`src/rtl/stopwatch_button_conditioner_if.sv`:
```
// Button conditioner bus.
// Purpose: bundles the three raw stopwatch buttons with their conditioned
// outputs so the conditioner and its consumer share one connection.
// Signals:
//   BTN_SOUTH   raw start/stop button, channel 0 (asynchronous, bouncing)
//   BTN_EAST    raw lap button, channel 1
//   BTN_NORTH   raw reset button, channel 2
//   level       debounced state per channel, 1 = pressed
//   press_pulse one-cycle strobe per channel on an accepted press
//   long_pulse  one-cycle strobe per channel when a press is held long enough
// Modports: master drives the buttons and observes the outputs; slave is the
// conditioner itself.
interface stopwatch_button_conditioner_if;
  logic       BTN_SOUTH;
  logic       BTN_EAST;
  logic       BTN_NORTH;
  logic [2:0] level;
  logic [2:0] press_pulse;
  logic [2:0] long_pulse;

  modport master (
    output BTN_SOUTH, BTN_EAST, BTN_NORTH,
    input  level, press_pulse, long_pulse
  );

  modport slave (
    input  BTN_SOUTH, BTN_EAST, BTN_NORTH,
    output level, press_pulse, long_pulse
  );
endinterface

```
`src/rtl/stopwatch_button_conditioner.sv`:
```
// Stopwatch button conditioner.
// Purpose: synchronizes and debounces three raw push buttons and produces,
// per channel, a debounced level, a one-cycle press strobe and a one-cycle
// long-press strobe.
// Ports:
//   CLK_50M  system clock, rising edge
//   reset    asynchronous, active-high reset
//   btn_if   slave side of the button bus (BTN_SOUTH/EAST/NORTH in,
//            level/press_pulse/long_pulse out, bit i = channel i)
// Parameters:
//   DEBOUNCE_CYCLES   stable synchronized samples needed to accept a change
//   LONG_PRESS_CYCLES cycles a debounced press is held before long_pulse
module stopwatch_button_conditioner #(
  parameter int DEBOUNCE_CYCLES   = 500000,
  parameter int LONG_PRESS_CYCLES = 50000000
) (
  input  logic                          CLK_50M,
  input  logic                          reset,
  stopwatch_button_conditioner_if.slave btn_if
);

  localparam int MAX_CYCLES = (DEBOUNCE_CYCLES > LONG_PRESS_CYCLES) ?
                              DEBOUNCE_CYCLES : LONG_PRESS_CYCLES;
  // One spare bit so the hold counter can park at LONG_PRESS_CYCLES.
  localparam int CNT_W = $clog2(MAX_CYCLES) + 1;

  localparam logic [CNT_W-1:0] DEB_LAST  = CNT_W'(DEBOUNCE_CYCLES - 1);
  localparam logic [CNT_W-1:0] LONG_LAST = CNT_W'(LONG_PRESS_CYCLES - 1);
  localparam logic [CNT_W-1:0] LONG_SAT  = CNT_W'(LONG_PRESS_CYCLES);

  typedef enum logic [1:0] {
    IDLE         = 2'd0,
    PRESS_WAIT   = 2'd1,
    PRESSED      = 2'd2,
    RELEASE_WAIT = 2'd3
  } state_e;

  logic [2:0] btn_raw;
  logic [2:0] sync1_d, sync1_q;
  logic [2:0] sync2_d, sync2_q;

  assign btn_raw = {btn_if.BTN_NORTH, btn_if.BTN_EAST, btn_if.BTN_SOUTH};

  // Two-flop synchronizer; nothing else ever looks at btn_raw.
  always_comb begin
    sync1_d = btn_raw;
    sync2_d = sync1_q;
  end

  // NOTE: sequential state is updated with non-blocking assignments only, so
  // every flop samples the pre-edge value of the others.
  always_ff @(posedge CLK_50M or posedge reset) begin
    if (reset) begin
      sync1_q <= '0;
      sync2_q <= '0;
    end else begin
      sync1_q <= sync1_d;
      sync2_q <= sync2_d;
    end
  end

  for (genvar ch = 0; ch < 3; ch++) begin : g_chan
    state_e           state_d, state_q;
    logic [CNT_W-1:0] deb_cnt_d, deb_cnt_q;
    logic [CNT_W-1:0] hold_cnt_d, hold_cnt_q;
    logic             level_d, level_q;
    logic             press_d, press_q;
    logic             long_d, long_q;
    logic             s;

    assign s = sync2_q[ch];

    // NOTE: every variable gets a default before the case statement, so no
    // path leaves one unassigned and no latch is inferred.
    always_comb begin
      state_d    = state_q;
      deb_cnt_d  = deb_cnt_q;
      hold_cnt_d = hold_cnt_q;
      press_d    = 1'b0;
      long_d     = 1'b0;
      unique case (state_q)
        IDLE: begin
          if (s) begin
            state_d   = PRESS_WAIT;
            deb_cnt_d = '0;
          end
        end
        PRESS_WAIT: begin
          if (!s) begin
            state_d = IDLE;
          end else if (deb_cnt_q == DEB_LAST) begin
            state_d    = PRESSED;
            press_d    = 1'b1;
            hold_cnt_d = '0;
          end else begin
            deb_cnt_d = deb_cnt_q + 1'b1;
          end
        end
        PRESSED: begin
          if (!s) begin
            state_d   = RELEASE_WAIT;
            deb_cnt_d = '0;
          end else if (hold_cnt_q == LONG_LAST) begin
            // Jump past LONG_LAST so the strobe cannot repeat; the counter
            // then holds here until the next accepted press clears it.
            long_d     = 1'b1;
            hold_cnt_d = LONG_SAT;
          end else if (hold_cnt_q < LONG_LAST) begin
            hold_cnt_d = hold_cnt_q + 1'b1;
          end
        end
        RELEASE_WAIT: begin
          // A return to 1 is release bounce: resume the same press, keeping
          // the hold count and emitting no new strobe.
          if (s) begin
            state_d = PRESSED;
          end else if (deb_cnt_q == DEB_LAST) begin
            state_d = IDLE;
          end else begin
            deb_cnt_d = deb_cnt_q + 1'b1;
          end
        end
        default: state_d = IDLE;
      endcase
      level_d = (state_d == PRESSED) || (state_d == RELEASE_WAIT);
    end

    // NOTE: all state, counters and registered outputs are reset, so an event
    // in progress at reset is dropped without a strobe.
    always_ff @(posedge CLK_50M or posedge reset) begin
      if (reset) begin
        state_q    <= IDLE;
        deb_cnt_q  <= '0;
        hold_cnt_q <= '0;
        level_q    <= 1'b0;
        press_q    <= 1'b0;
        long_q     <= 1'b0;
      end else begin
        state_q    <= state_d;
        deb_cnt_q  <= deb_cnt_d;
        hold_cnt_q <= hold_cnt_d;
        level_q    <= level_d;
        press_q    <= press_d;
        long_q     <= long_d;
      end
    end

    assign btn_if.level[ch]       = level_q;
    assign btn_if.press_pulse[ch] = press_q;
    assign btn_if.long_pulse[ch]  = long_q;
  end

endmodule

```
`src/flat_wrapper.sv`:
```
// flat-port wrapper written by rule: the top's interface ports become plain ports
module stopwatch_button_conditioner_flat 
#(
  parameter int DEBOUNCE_CYCLES   = 500000,
  parameter int LONG_PRESS_CYCLES = 50000000
)
  (CLK_50M, reset, btn_if_BTN_SOUTH, btn_if_BTN_EAST, btn_if_BTN_NORTH, btn_if_level, btn_if_press_pulse, btn_if_long_pulse);
  stopwatch_button_conditioner_if btn_if_i ();
  input  logic CLK_50M;
  input  logic reset;
  input wire logic [$bits(btn_if_i.BTN_SOUTH)-1:0] btn_if_BTN_SOUTH;
  input wire logic [$bits(btn_if_i.BTN_EAST)-1:0] btn_if_BTN_EAST;
  input wire logic [$bits(btn_if_i.BTN_NORTH)-1:0] btn_if_BTN_NORTH;
  output wire logic [$bits(btn_if_i.level)-1:0] btn_if_level;
  output wire logic [$bits(btn_if_i.press_pulse)-1:0] btn_if_press_pulse;
  output wire logic [$bits(btn_if_i.long_pulse)-1:0] btn_if_long_pulse;
  assign btn_if_i.BTN_SOUTH = btn_if_BTN_SOUTH;
  assign btn_if_i.BTN_EAST = btn_if_BTN_EAST;
  assign btn_if_i.BTN_NORTH = btn_if_BTN_NORTH;
  assign btn_if_level = btn_if_i.level;
  assign btn_if_press_pulse = btn_if_i.press_pulse;
  assign btn_if_long_pulse = btn_if_i.long_pulse;
  stopwatch_button_conditioner #(.DEBOUNCE_CYCLES(DEBOUNCE_CYCLES), .LONG_PRESS_CYCLES(LONG_PRESS_CYCLES)) u_core (.CLK_50M(CLK_50M), .reset(reset), .btn_if(btn_if_i));
endmodule
```
`config.mk`:
```
export PLATFORM = sky130hd
export DESIGN_NAME = stopwatch_button_conditioner_flat
export DESIGN_NICKNAME = d
export VERILOG_FILES = /design/src/rtl/stopwatch_button_conditioner_if.sv /design/src/rtl/stopwatch_button_conditioner.sv /design/src/flat_wrapper.sv
export SDC_FILE = /design/constraint.sdc
export NUM_CORES = 1
export LEC_CHECK = 0
export CORE_ASPECT_RATIO = 1.75
export CORE_MARGIN = 2
export CORE_UTILIZATION = 25
export CTS_BUF_LIST = sky130_fd_sc_hd__clkbuf_2
export DETAILED_ROUTE_END_ITERATION = 12
export REMOVE_ABC_BUFFERS = 1
export SLEW_MARGIN = 20
export SYNTH_ARGS = -nofsm -noshare
export SYNTH_HDL_FRONTEND = slang
export SYNTH_SLANG_ARGS = --single-unit
export TNS_END_PERCENT = 100
```
`constraint.sdc`:
```
create_clock -name CLK_50M -period 15.8 [get_ports CLK_50M]
set_clock_uncertainty 0.05 [all_clocks]
set_input_delay 2.37 -clock CLK_50M [delete_from_list [all_inputs] [get_ports CLK_50M]]
set_output_delay 2.37 -clock CLK_50M [all_outputs]
set_load 0.05 [all_outputs]
```
==> results.py <==
metrics = {
    "run_status": {
        "status": "completed",
    },
    "synth": {
        "ys_warn_count": 0,
        "synthArstFlopShare": 1.00,
        "synth_seq_cells": 183,
        "syn_area_um2": 10800,
        "netlist_instances": 1236,
        "yosysTopAreaCell": "dfrtp_1",
        "synth_flop_cell": "dfrtp_1",
        "synth.avg_cell_area_um2": 8.76,
        "synth_edf_count": 0,
        "synthDistinctLibCells": 74,
        "yosys.cell_count.top_type": "dfrtp_1",
        "seq_area_frac_synth": 0.423,
        "synthTopCellsByCount": "dfrtp_1, nand2_1, nor2_1",
        "synthTopCellsByArea": "dfrtp_1, nand2_1, a21oi_1",
        "netlist.area_leader.share": 0.423,
    },
    "sta": {
        "fmax_mhz": 225,
        "hold_viol_final": 0,
        "drv_slew": 0,
        "finalCritPeriodShare": 0.282,
        "final.setup.tns_ns": 0,
        "setup_viol": 0,
        "worst_slew_margin_rel": 0.277,
        "setup_slack_ns": 11.35,
        "period_needed_ns": 4.45,
        "worstMarginPinSlew_ns": 1.07,
        "rsz0062_at_grt": "false",
    },
    "critical_path": {
        "worstPathArrival_ns": 2.03,
        "cp_slowest_cell": "clkdlybuf4s50_1",
        "r2r_cells": 6,
        "required_ns": 13.38,
        "critPathMaxFanout": 1,
        "start_kind": "flop",
        "r2r_setup_slack_ns": 12.39,
        "rr_startpoint": "u_core.g_chan[2].deb_cnt_q[20]",
        "timing.rr.end": "u_core.g_chan[2].hold_cnt_q[4]",
        "path_class": "flop to output port",
        "path_cells": "clkdlybuf4s50_1",
        "critPathMaxStageDelay_ns": 0.79,
        "path_buf_inv": 1,
        "cp-end-kind": "output port",
        "path_delay_family": "buffers and inverters",
    },
    "detailed_routing": {
        "drt-total-wl_mm": 26.4,
        "via_per_inst": 5.27,
        "dr_total_vias": 9435,
        "wl_met1_mm": 10.6,
        "drc": 0,
        "ant_nets": 0,
        "wl_per_cell_um": 14.7,
        "first_iter_violations": 554,
        "met3_length_um": 600,
        "dr.max_layer_used": "met4",
        "drt_first_pass_iters": 5,
        "wl_met2_mm": 14.4,
    },
    "die": {
        "ioPinCount": 14,
        "die_height_um": 279,
        "initial_core_util": 0.254,
        "die_w_um": 161,
        "num_rows": 100,
        "core_um2": 42700,
        "dieArea_um2": 45100,
    },
    "final_layout": {
        "drive_gt1_frac": 0.0644,
        "nNetsFinal": 1238,
        "syn_to_final_growth_pct": 8.07,
    },
    "worst_hold_path": {
        "whs_path_depth": 0,
        "holdPathEnd": "u_core.sync2_q[0]",
        "hold_class": "flop to flop",
        "min_from": "u_core.sync1_q[0]",
    },
    "pwr": {
        "swShare": 0.468,
        "switching_power_mw": 0.605,
        "internal-power_mw": 0.686,
        "seqPwrFrac": 0.404,
        "p_comb_frac": 0.411,
        "peakVddDrop_v": 0.0000465,
        "power.density_nw_per_um2": 110,
        "power.leakage_nw": 4.48,
        "clkPwrFrac": 0.184,
    },
    "grt": {
        "gr-total-overflow": 0,
        "grt_pass1_wl_mm": 46.0,
        "grt_max_degree": 107,
        "antenna_found_initial": 1,
        "grt_pass1_vias": 9459,
        "grt_use_total": 0.121,
    },
    "clock_network": {
        "cts_tree": "done",
        "clkLatencyLatePin_ns": 0.86,
        "clk_pin_slew_worst_paths_ns": 0.31,
        "clk_path_buf_depth": 2,
        "cts_root_buf": "clkbuf_2",
        "cts_sinks": 183,
        "cts_resized": 0,
        "cts-hold-fix-buffers": 0,
        "htree_num_levels": 4,
        "cts_buffers": 17,
        "post_cts_buffers": 0,
    },
    "placed_design": {
        "dpl.hpwl_mm": 18.3,
        "numPortBuffers": 13,
        "dpl_worst_slack_ns": 11.14,
        "gp_congestion": 0.825,
    },
    "job": {
        "drv_cap": 0,
    },
}
kinds of logic after synthesis:
logic type	count (synthesis)	share of synthesized area
and+or+nand+nor	550	0.270
AOI/OAI and AO/OA	320	0.200
DFF	183	0.423
buffers and inverters	115	0.0446
xor gates and xnor gates	40	0.0324
adders and majority gates	19	0.0220
muxes	9	0.00855
per-stage QoR:
| step | hold slack, ns | std cells | power, mW | util | cell area, µm² |
|---|---|---|---|---|---|
| global placement | 0.286 | 1755 | 1.05 | 0.269 | 11500 |
| finish | 0.340 | 1789 | 1.29 | 0.274 | 11700 |
| detailed placement | 0.286 | 1755 | 1.06 | 0.269 | 11500 |
| global route | 0.347 | 1789 | 1.39 | 0.274 | 11700 |
| CTS | 0.343 | 1787 | 1.31 | 0.274 | 11700 |
| floorplan | 0.281 | 1170 | 0.889 | - | 10500 |
power groups by stage:
stage	clock network, mW	registers [mW]	logic, mW
6_report	0.238	0.522	0.531
5_1_grt	0.269	0.527	0.595
4_1_cts	0.253	0.522	0.534
3_5_place_dp	0	0.530	0.532
3_3_place_gp	0	0.528	0.525
2_1_floorplan	0	0.537	0.351
final cells by class:
| class | instances | area [µm²] |
|---|---|---|
| clock buffer | 17 | 85.1 |
| timing repair buffer | 25 | 224 |
| antenna | 1 | 2.50 |
| multi-input combinational | 938 | 5780 |
| clock inverter | 15 | 133 |
| sequential | 183 | 4580 |
| inverter | 49 | 191 |
| tap | 561 | 702 |
| fill | 4530 | 31000 |
worst max-delay path by stage:
stage                                       start                       endpoint  slack [ns]  depth (start not counted)
after global placement                      reset       u_core.g_chan[1].press_q       11.15                          3
after global routing      u_core.g_chan[1].long_q           btn_if_long_pulse[1]       11.21                          1
after detailed placement                    reset       u_core.g_chan[1].press_q       11.14                          3
final                     u_core.g_chan[1].long_q           btn_if_long_pulse[1]       11.35                          1
after floorplan                             reset  u_core.g_chan[0].deb_cnt_q[0]        8.41                          1
after CTS                 u_core.g_chan[1].long_q           btn_if_long_pulse[1]       11.24                          1
layout by cell type (no fill, tap or decap), types with 40 or more instances in the layout:
cell / instances
a21oi_1: 83
dfrtp_1: 183
inv_1: 47
nand2_1: 115
nand3_1: 69
nor2_1: 106
nor3_1: 40
o21ai_0: 50
o31ai_1: 50
sequential cells by signal, indices dropped and copies added, names as in the netlist:
name,count
u_core.g_chan.deb_cnt_q,81
u_core.g_chan.hold_cnt_q,81
u_core.g_chan.state_q,6
u_core.g_chan.level_q,3
u_core.g_chan.long_q,3
u_core.g_chan.press_q,3
u_core.sync1_q,3
u_core.sync2_q,3
per-layer routing:
metal	up-vias	track usage
met2	145	0.231
met4	0	0.0545
li1	4581	-
met1	4663	0.130
met3	46	0.0192
met5	-	0
Power figures use the tool's default switching activity.
